**src/rtl/pipe_adder_pkg.sv**
```systemverilog
// pipe_adder_pkg: shared definitions for the pipelined adder slice.
//   DEFAULT_WIDTH / DEFAULT_STAGES / DEFAULT_CHUNK : default geometry
//   stage_ctl_t   : per-stage control record (valid flag, carry out)
//   make_ctl      : constructor for stage_ctl_t
//   chunk_size    : WIDTH/STAGES, or 0 when the split is not exact
//   stage0_carry  : carry fed into the lowest chunk (sub forces 1)
package pipe_adder_pkg;

    localparam int unsigned DEFAULT_WIDTH  = 32;
    localparam int unsigned DEFAULT_STAGES = 4;
    localparam int unsigned DEFAULT_CHUNK  = DEFAULT_WIDTH / DEFAULT_STAGES;

    typedef struct packed {
        logic valid;
        logic carry;
    } stage_ctl_t;

    function automatic stage_ctl_t make_ctl(input logic valid, input logic carry);
        stage_ctl_t ctl;
        ctl.valid = valid;
        ctl.carry = carry;
        return ctl;
    endfunction

    // Returns 0 for an illegal split so the top can raise an elaboration error.
    function automatic int unsigned chunk_size(input int unsigned width,
                                               input int unsigned stages);
        if (stages == 0 || (width % stages) != 0) begin
            return 0;
        end
        return width / stages;
    endfunction

    // Subtraction is a + ~b + 1, so the incoming carry is forced high.
    function automatic logic stage0_carry(input logic sub, input logic cin);
        return sub ? 1'b1 : cin;
    endfunction

endpackage

```
**src/rtl/pipe_adder_chunk_adder.sv**
```systemverilog
// chunk_adder: CHUNK-bit combinational ripple-carry adder.
//   a, b  : CHUNK-bit operands
//   cin   : carry into bit 0
//   s     : CHUNK-bit sum
//   cout  : carry out of bit CHUNK-1
//   cmsb  : carry into bit CHUNK-1 (used for signed overflow)
module chunk_adder
    import pipe_adder_pkg::*;
#(
    parameter int unsigned CHUNK = DEFAULT_CHUNK
) (
    input  logic [CHUNK-1:0] a,
    input  logic [CHUNK-1:0] b,
    input  logic             cin,
    output logic [CHUNK-1:0] s,
    output logic             cout,
    output logic             cmsb
);

    always_comb begin : p_ripple
        logic carry;
        carry = cin;
        s     = '0;
        cmsb  = cin;
        for (int unsigned i = 0; i < CHUNK; i++) begin
            if (i == CHUNK - 1) begin
                cmsb = carry;
            end
            s[i]  = a[i] ^ b[i] ^ carry;
            carry = (a[i] & b[i]) | (carry & (a[i] ^ b[i]));
        end
        cout = carry;
    end

endmodule

```
**src/rtl/pipe_adder.sv**
```systemverilog
// pipe_adder: elastically pipelined ripple-carry adder/subtractor.
// A WIDTH-bit add is split into STAGES chunks of CHUNK bits; each stage adds
// one chunk and registers the carry, so one result per cycle with latency
// STAGES. Valid/ready handshakes on both sides.
//   clk, rst            : clock, synchronous active-high reset
//   in_valid, in_ready  : operand beat handshake
//   a, b, cin, sub      : operands; sub=1 gives a-b (cin ignored)
//   out_valid, out_ready: result handshake
//   s, cout             : result and carry out of the MSB (sub: 1 = no borrow)
//   ovf                 : signed overflow, present only with PIPE_ADDER_OVF_EN
module pipe_adder
    import pipe_adder_pkg::*;
#(
    parameter int unsigned WIDTH  = DEFAULT_WIDTH,
    parameter int unsigned STAGES = DEFAULT_STAGES
) (
    input  logic             clk,
    input  logic             rst,
    input  logic             in_valid,
    output logic             in_ready,
    input  logic [WIDTH-1:0] a,
    input  logic [WIDTH-1:0] b,
    input  logic             cin,
    input  logic             sub,
    output logic             out_valid,
    input  logic             out_ready,
    output logic [WIDTH-1:0] s,
    output logic             cout
`ifdef PIPE_ADDER_OVF_EN
    ,
    output logic             ovf
`endif
);

    localparam int unsigned CHUNK = chunk_size(WIDTH, STAGES);
    localparam int unsigned LAST  = STAGES - 1;

    if (CHUNK == 0) begin : g_bad_cfg
        $error("pipe_adder: WIDTH must be a non-zero multiple of STAGES");
    end

    logic [WIDTH-1:0]              b_eff;
    logic [STAGES-1:0][WIDTH-1:0]  src_acc;
    logic [STAGES-1:0][WIDTH-1:0]  src_b;
    logic [STAGES-1:0][WIDTH-1:0]  nxt_acc;
    logic [STAGES-1:0][WIDTH-1:0]  acc_r;
    logic [STAGES-1:0][WIDTH-1:0]  b_r;
    logic [STAGES-1:0][CHUNK-1:0]  sum_c;
    logic [STAGES-1:0]             src_v;
    logic [STAGES-1:0]             src_c;
    logic [STAGES-1:0]             ld;
    logic [STAGES-1:0]             co;
    logic [STAGES-1:0]             cm;
    stage_ctl_t [STAGES-1:0]       ctl_r;
    logic                          unused_bits;

    assign b_eff = sub ? ~b : b;

    // Stage k works on the record held by stage k-1; stage 0 on the new beat.
    // acc carries finished low chunks plus still-unadded upper chunks of a.
    always_comb begin : p_src
        src_acc    = '0;
        src_b      = '0;
        src_c      = '0;
        src_v      = '0;
        src_acc[0] = a;
        src_b[0]   = b_eff;
        src_c[0]   = stage0_carry(sub, cin);
        src_v[0]   = in_valid;
        for (int unsigned k = 1; k < STAGES; k++) begin
            src_acc[k] = acc_r[k-1];
            src_b[k]   = b_r[k-1];
            src_c[k]   = ctl_r[k-1].carry;
            src_v[k]   = ctl_r[k-1].valid;
        end
    end

    // Load enables ripple back from the output: a stage loads when it is
    // empty or its successor is loading, so bubbles collapse under stall.
    always_comb begin : p_adv
        logic next_ld;
        next_ld = out_ready;
        ld      = '0;
        for (int unsigned i = 0; i < STAGES; i++) begin
            next_ld      = !ctl_r[LAST-i].valid || next_ld;
            ld[LAST-i]   = next_ld;
        end
    end

    assign in_ready = ld[0] && !rst;

    for (genvar k = 0; k < STAGES; k++) begin : g_stage
        chunk_adder #(
            .CHUNK (CHUNK)
        ) u_chunk (
            .a    (src_acc[k][k*CHUNK +: CHUNK]),
            .b    (src_b[k][k*CHUNK +: CHUNK]),
            .cin  (src_c[k]),
            .s    (sum_c[k]),
            .cout (co[k]),
            .cmsb (cm[k])
        );
    end

    always_comb begin : p_merge
        nxt_acc = src_acc;
        for (int unsigned k = 0; k < STAGES; k++) begin
            nxt_acc[k][k*CHUNK +: CHUNK] = sum_c[k];
        end
    end

    always_ff @(posedge clk) begin
        if (rst) begin
            ctl_r <= '0;
            acc_r <= '0;
            b_r   <= '0;
        end else begin
            for (int unsigned k = 0; k < STAGES; k++) begin
                if (ld[k]) begin
                    ctl_r[k] <= make_ctl(src_v[k], co[k]);
                    acc_r[k] <= nxt_acc[k];
                    b_r[k]   <= src_b[k];
                end
            end
        end
    end

    assign out_valid = ctl_r[LAST].valid;
    assign s         = acc_r[LAST];
    assign cout      = ctl_r[LAST].carry;

    // Intermediate MSB-carries and the final stage's operand copy are dead.
    assign unused_bits = ^{cm, b_r[LAST]};

`ifdef PIPE_ADDER_OVF_EN
    logic cmsb_r;

    always_ff @(posedge clk) begin
        if (rst) begin
            cmsb_r <= 1'b0;
        end else if (ld[LAST]) begin
            cmsb_r <= cm[LAST];
        end
    end

    assign ovf = cmsb_r ^ cout;
`endif

endmodule
```
**config.mk**
```make
export PLATFORM = sky130hd
export DESIGN_NAME = pipe_adder
export DESIGN_NICKNAME = d
export VERILOG_FILES = /design/src/rtl/pipe_adder_pkg.sv /design/src/rtl/pipe_adder_chunk_adder.sv /design/src/rtl/pipe_adder.sv
export SDC_FILE = /design/constraint.sdc
export NUM_CORES = 1
export LEC_CHECK = 0
export ABC_AREA = 1
export BUFFER_PORTS_ARGS = -buffer_cell sky130_fd_sc_hd__buf_2
export CORE_ASPECT_RATIO = 1.1
export CORE_MARGIN = 2
export CORE_UTILIZATION = 62
export DETAILED_ROUTE_END_ITERATION = 8
export GPL_ROUTABILITY_DRIVEN = 0
export PLACE_DENSITY_LB_ADDON = 0.12
export SETUP_SLACK_MARGIN = 0.05
export SLEW_MARGIN = 10
export SYNTH_ARGS = -nofsm -noshare
export SYNTH_HDL_FRONTEND = slang
export SYNTH_SLANG_ARGS = --single-unit
export TNS_END_PERCENT = 1
```
**constraint.sdc**
```tcl
create_clock -name clk -period 7 [get_ports clk]
set_clock_uncertainty 0.2 [all_clocks]
set_input_delay 0.7 -clock clk [delete_from_list [all_inputs] [get_ports clk]]
set_output_delay 0.7 -clock clk [all_outputs]
set_load 0.02 [all_outputs]
```
==> flow_summary.json, run 1 <==
{
  "chipWidth_um": 113,
  "largest_net_degree_at_the_start_of_global_routing": 109,
  "min_path_type": "register to register",
  "core-area_mm2": 0.0126,
  "proportion_of_power_drawn_by_the_clock_network_pct": 41.0,
  "cts.hold.buffers_added": 0,
  "primary_flip_flop_cell_chosen_by_synthesis_mapping": "dfxtp_1",
  "antennaDiodeCount": 0,
  "synth.yosys.seq_area_share_pct": 45.8,
  "finalHoldViolations": 0,
  "dp_cells": 1203,
  "fin_crit_sh_pct": 64.3,
  "layout.cells.non_filler": 1235,
  "powerDensity_mw_per_mm2": 262,
  "finalNetCount": 1167,
  "detailedRoute.firstIterationViolations": 333,
  "worst_setup_path_end_kind": "register",
  "grt_util_all_layers_pct": 22.3,
  "hold_path_startpoint": "acc_r[33]$_SDFFE_PP0P_",
  "max-slew-margin-rel_pct": 35.0,
  "cts_max_level": 4,
  "ys_warn_count": 0,
  "multi_input_area_mm2": 0.00352,
  "floorplan.initialDensity_pct": 63.6,
  "final-seq-area_mm2": 0.00368,
  "route.vias.total": 5980,
  "io_buffer_count": 104,
  "time_the_final_worst_path_needs_with_i_o_delays_and_setup_ns": 4.50,
  "detail_route.first_pass.iterations": 4,
  "route.detailed.wl_per_inst_um": 11.9,
  "drc": 0,
  "design.die.area_mm2": 0.0139,
  "ioPinCount": 105,
  "area_growth_pct": 10.2,
  "leakagePower_nw": 4.27,
  "tritoncts_clock_tree": "built",
  "grt_antenna_before_repair": 0,
  "tightestPinTransition_ns": 0.975,
  "library_cell_with_the_highest_instance_count_after_synthesis": "nor2_1",
  "setup-tns-final_ns": 0,
  "cts_root_buffer": "clkbuf_16",
  "synth_area_leaders": "dfxtp_1 46%, nor2_1 13%, fa_1 8.0%",
  "edff_count_synth": 0,
  "avgSynthCellArea_um2": 7.77,
  "cts-buffers-inserted": 17,
  "final_layout_size_suffix_gt1_share_pct": 14.0,
  "synthArstFlopShare_pct": 0,
  "synth.top_cells.by_count": "278 x nor2_1, 184 x dfxtp_1, 119 x nand2_1",
  "criticalPathCategory": "input pin to register",
  "critPathLaunch": "sub",
  "synthCells": 1036,
  "floorplan.die.height_um": 123,
  "detailedPlacementHpwl_um": 9370,
  "final_max_slew_viol_count": 0,
  "required_ns": 7.12,
  "outcome": "complete, no violations",
  "worst_vdd_ir_uv": 172,
  "totalWireLength_um": 14700,
  "power.net_switching_uw": 579,
  "ys_seq_elements": 184,
  "p_int_mw": 1.74,
  "grt_pass1_vias": 5483,
  "min_delay_path_depth": 2,
  "ff_to_ff_start": "acc_r[8]$_SDFFE_PP0N_",
  "critical_path_at_ns": 4.62,
  "insertion_delay_ns": 0.42,
  "setup_ws_ns": 2.50,
  "clockBufferDepth": 2,
  "nFillCells": 1070,
  "synthDominantCellAreaShare_pct": 45.8,
  "grt_setup_unrepaired": "false",
  "setup_violations": 0,
  "start_kind": "input pin",
  "syn_nets": 1138,
  "worstPathMaxFanout": 16,
  "power_switching_share_pct": 24.9,
  "share_comb_of_total_power_pct": 9.3,
  "cts_repair_resize_count": 0,
  "seqPwrFrac_pct": 49.7,
  "yosysUniqueCellTypes": 21,
  "worst_hold_slack_ns": 0.264,
  "floorplan.rows": 43,
  "drtAntennaViolNets": 0,
  "synth.largest_area_cell": "dfxtp_1",
  "cts.sink_count": 184,
  "grt_first_pass_wirelength_um": 25500,
  "timing.reg2reg.worst_path_depth": 14,
  "globalRoute.totalOverflow": 0,
  "cts_post_setup_buffers_inserted": 0,
  "placement.setup.worst_slack_ns": 2.01,
  "max_freq_ghz": 0.222,
  "detail_route.vias_per_cell": 4.84,
  "cap_violations": 0,
  "mappedNetlistArea_mm2": 0.00805,
  "path_clk_slew_ns": 0.07
}
[per-stage QoR]
step / util (%) / cell area [µm²] / total power, mW
after floorplan: - / 8050 / 1.33
after global placement: 65.4 / 8270 / 1.39
after detailed placement: 65.4 / 8270 / 1.39
after CTS: 70.1 / 8860 / 2.34
after global routing: 70.1 / 8860 / 2.43
final: 70.1 / 8860 / 2.32
[critical path: stages]
cell and delay (ns):
buf_2 0.34, xnor2_1 0.15, fa_1 0.38, inv_1 0.09
fa_1 0.17, inv_1 0.05, fa_1 0.41, fa_1 0.43
fa_1 0.42, fa_1 0.43, fa_1 0.39, inv_1 0.08
fa_1 0.42, nor2_1 0.11, nor2_1 0.05
[layout make-up]
cell class | count | area share [%]
multi-input combinational | 672 | 39.7
tap | 157 | 2.22
clock inverter | 15 | 1.88
sequential | 184 | 41.6
inverter | 79 | 3.36
clock buffer | 17 | 4.80
timing repair buffer | 111 | 6.46
[flip-flops by register name, indices dropped and copies added (netlist names)]
signal / count
acc_r: 96
b_r: 48
cout: 1
ctl_r: 6
out_valid: 1
s: 32
[power groups by stage]
stage / clock network (mW) / registers [mW] / logic [mW]
2_1_floorplan: 0 / 1.17 / 0.167
3_3_place_gp: 0 / 1.17 / 0.213
3_5_place_dp: 0 / 1.18 / 0.216
4_1_cts: 0.965 / 1.15 / 0.218
5_1_grt: 1.01 / 1.16 / 0.252
6_report: 0.951 / 1.15 / 0.217
[layer usage]
layer | GRT usage (%) | share of wire, %
met5 | 0 | 0
met4 | 5.49 | 0.86
met3 | 4.75 | 5.0
met2 | 33.9 | 41
met1 | 32.7 | 53
[path summary, 6_finish.rpt]
kind	to	slack (ns)
worst min-delay path	acc_r[65]$_SDFFE_PP0P_	0.26
worst max-delay path	acc_r[7]$_SDFFE_PP0N_	2.50
worst max register to register	acc_r[47]$_SDFFE_PP0P_	3.02
worst min register to register	acc_r[65]$_SDFFE_PP0P_	0.26
[cells in the final DEF (no fill, tap or decap), drive strengths merged, types with 17 or more instances in the layout]
| cell | n |
|---|---|
| o21ai | 82 |
| nor2 | 281 |
| dfxtp | 184 |
| buf | 111 |
| inv | 83 |
| xnor2 | 24 |
| nand2 | 119 |
| clkbuf | 17 |
| fa | 32 |
| nand3 | 79 |
| a21oi | 46 |
[logic make-up after synthesis]
family          Yosys count  share of synthesized area, %
xor+xnor                 32                          3.48
buf+inv                 180                          10.4
simple gates            480                          24.4
compound gates          128                          7.96
fa+ha+maj                32                          7.96
flops                   184                          45.8
(Power assumes the default switching activity.)
==> run 2: changes to the inputs <==
--- a/config.mk
+++ b/config.mk
@@ -9,7 +9,7 @@
 export BUFFER_PORTS_ARGS = -buffer_cell sky130_fd_sc_hd__buf_2
 export CORE_ASPECT_RATIO = 1.1
 export CORE_MARGIN = 2
-export CORE_UTILIZATION = 62
+export CORE_UTILIZATION = 58
 export DETAILED_ROUTE_END_ITERATION = 8
 export GPL_ROUTABILITY_DRIVEN = 0
 export PLACE_DENSITY_LB_ADDON = 0.12
==> constraint.sdc (replaced) <==
create_clock -name clk -period 4.2 [get_ports clk]
set_clock_uncertainty 0.2 [all_clocks]
set_input_delay 0.42 -clock clk [delete_from_list [all_inputs] [get_ports clk]]
set_output_delay 0.42 -clock clk [all_outputs]
set_load 0.02 [all_outputs]
==> run 2 against run 1 <==
Against the previous run: first-iteration DRC count grew 9.9%; design area up 2.4%; via count grew 1.6%; die area grew 6.7%; register-to-register slack got worse by 2.8 ns; core utilization decreased by 3.7 points; critical path depth shrank 1; combinational power is 70% higher; power is 74% higher; count of clock-buffer cells in the layout increased by 1; routed wire length increased by 4.3%; worst hold slack got worse by 0.25 ns.
==> flow_summary.json, run 2 (synthesized netlist as in run 1, its figures left out) <==
{
  "outcome": "complete, no violations",
  "grt_pass1_vias": 5327,
  "critical_path_at_ns": 4.13,
  "min_path_type": "input pin to register",
  "worst_setup_path_end_kind": "register",
  "cts_repair_resize_count": 0,
  "totalWireLength_um": 15300,
  "grt_setup_unrepaired": "false",
  "required_ns": 4.36,
  "floorplan.initialDensity_pct": 58.8,
  "final_max_slew_viol_count": 0,
  "route.detailed.wl_per_inst_um": 12.0,
  "timing.reg2reg.setup_slack_ns": 0.23,
  "final_layout_size_suffix_gt1_share_pct": 15.0,
  "cts-buffers-inserted": 17,
  "finalHoldViolations": 0,
  "finalNetCount": 1179,
  "worstPathCellList": "fa_1, inv_1, fa_1, inv_1, fa_1, fa_1, fa_1, fa_1, fa_1, inv_1, fa_1, nand2_1, nand2_1, nor2_1",
  "tritoncts_clock_tree": "built",
  "insertion_delay_ns": 0.42,
  "largest_net_degree_at_the_start_of_global_routing": 72,
  "floorplan.die.height_um": 128,
  "max_freq_ghz": 0.252,
  "clockBufferDepth": 2,
  "detailedPlacementHpwl_um": 10100,
  "detailedRoute.firstIterationViolations": 366,
  "top_register": "acc_r",
  "route.vias.total": 6074,
  "powerDensity_mw_per_mm2": 446,
  "final-seq-area_mm2": 0.00368,
  "tightestPinTransition_ns": 0.924,
  "setup_violations": 0,
  "layout.cells.non_filler": 1278,
  "detail_route.vias_per_cell": 4.75,
  "time_the_final_worst_path_needs_with_i_o_delays_and_setup_ns": 3.97,
  "nFillCells": 1256,
  "cts_max_level": 4,
  "leakagePower_nw": 4.37,
  "cap_violations": 0,
  "grt_util_all_layers_pct": 21.6,
  "path_clk_slew_ns": 0.07,
  "setup_ws_ns": 0.232,
  "placement.setup.worst_slack_ns": -0.0128,
  "crit_path_max_incr_delay_ns": 0.43,
  "max-slew-margin-rel_pct": 38.3,
  "criticalPathCategory": "register to register",
  "globalRoute.totalOverflow": 0,
  "slowest_stage": "fa_1",
  "largest_register_ffs": 96,
  "ioPinCount": 105,
  "utilization_pct": 66.4,
  "detail_route.first_pass.iterations": 6,
  "dp_cells": 1242,
  "floorplan.rows": 45,
  "multi_input_area_mm2": 0.00353,
  "drtAntennaViolNets": 0,
  "worst_hold_slack_ns": 0.0137,
  "most_prevalent_standard_cell_on_the_critical_path": "fa_1",
  "io_buffer_count": 104,
  "worst_vdd_ir_uv": 261,
  "chipWidth_um": 116,
  "antennaDiodeCount": 0,
  "grt_antenna_before_repair": 0,
  "core-area_mm2": 0.0137,
  "design.die.area_mm2": 0.0148,
  "grt_first_pass_wirelength_um": 25700,
  "worstPathMaxFanout": 2,
  "most_common_cell_after_layout_fill_and_taps_aside": "nor2_1",
  "drc": 0,
  "cts_root_buffer": "clkbuf_16",
  "fin_crit_sh_pct": 94.5,
  "cts.sink_count": 184,
  "start_kind": "register",
  "layout_common_cells": "278 x nor2_1, 184 x dfxtp_1, 119 x nand2_1, 104 x buf_2, 82 x o21ai_0",
  "area_growth_pct": 12.8
}
-- run 2: worst max-delay path, delay by kind of cell (launching register included) --
kind,cells,cell delay [ns]
simple gates,3,0.20
flops,1,0.33
buf+inv,3,0.21
fa+ha+maj,8,2.95
-- run 2: layout make-up --
cell class              instances  share of cell area (%)
clock buffers                  18                    4.84
clock inverters                14                    2.41
inverters                      79                    3.28
multi-input cells             672                    38.9
flip-flops and latches        184                    40.6
well taps                     188                    2.59
repair buffers                123                    7.41
-- run 2: per-layer routing --
metal  track usage [%]  up-vias  routed length (µm)
li1                  -     3254                   -
met1              33.9     2669                8060
met2              29.4      134                6290
met3              4.03       17                 737
met4              7.63        0                 219
met5                 0        -                   0
-- run 2: final timing paths --
check | to | startpoint | depth (start not counted)
worst max-delay path | acc_r[47]$_SDFFE_PP0P_ | acc_r[8]$_SDFFE_PP0N_ | 14
worst min-delay path | ctl_r[1]$_SDFFE_PP0N_ | in_valid | 3
worst max register to register | acc_r[47]$_SDFFE_PP0P_ | acc_r[8]$_SDFFE_PP0N_ | 14
worst min register to register | acc_r[95]$_SDFFE_PP0P_ | acc_r[63]$_SDFFE_PP0P_ | 2
-- run 2: power breakdown --
group	total (mW)	internal (mW)	switching [mW]
Sequential	1.93	1.86	0.0648
Clock	1.75	1.08	0.675
Combinational	0.369	0.160	0.209
-- run 2: stage by stage --
stage	area, µm²	TNS [ns]	power (mW)
floorplan	8060	-0.0483	2.23
global placement	8380	0	2.32
detailed placement	8380	-0.0128	2.33
CTS	9080	0	4.08
global route	9080	0	4.21
finish	9080	0	4.05
-- run 2: repair_timing --
action,4_1_cts,5_1_grt
hold buffers,4,0
endpoints found under the hold margin,4,0
setup buffers,0,0
setup endpoints to repair,0,0
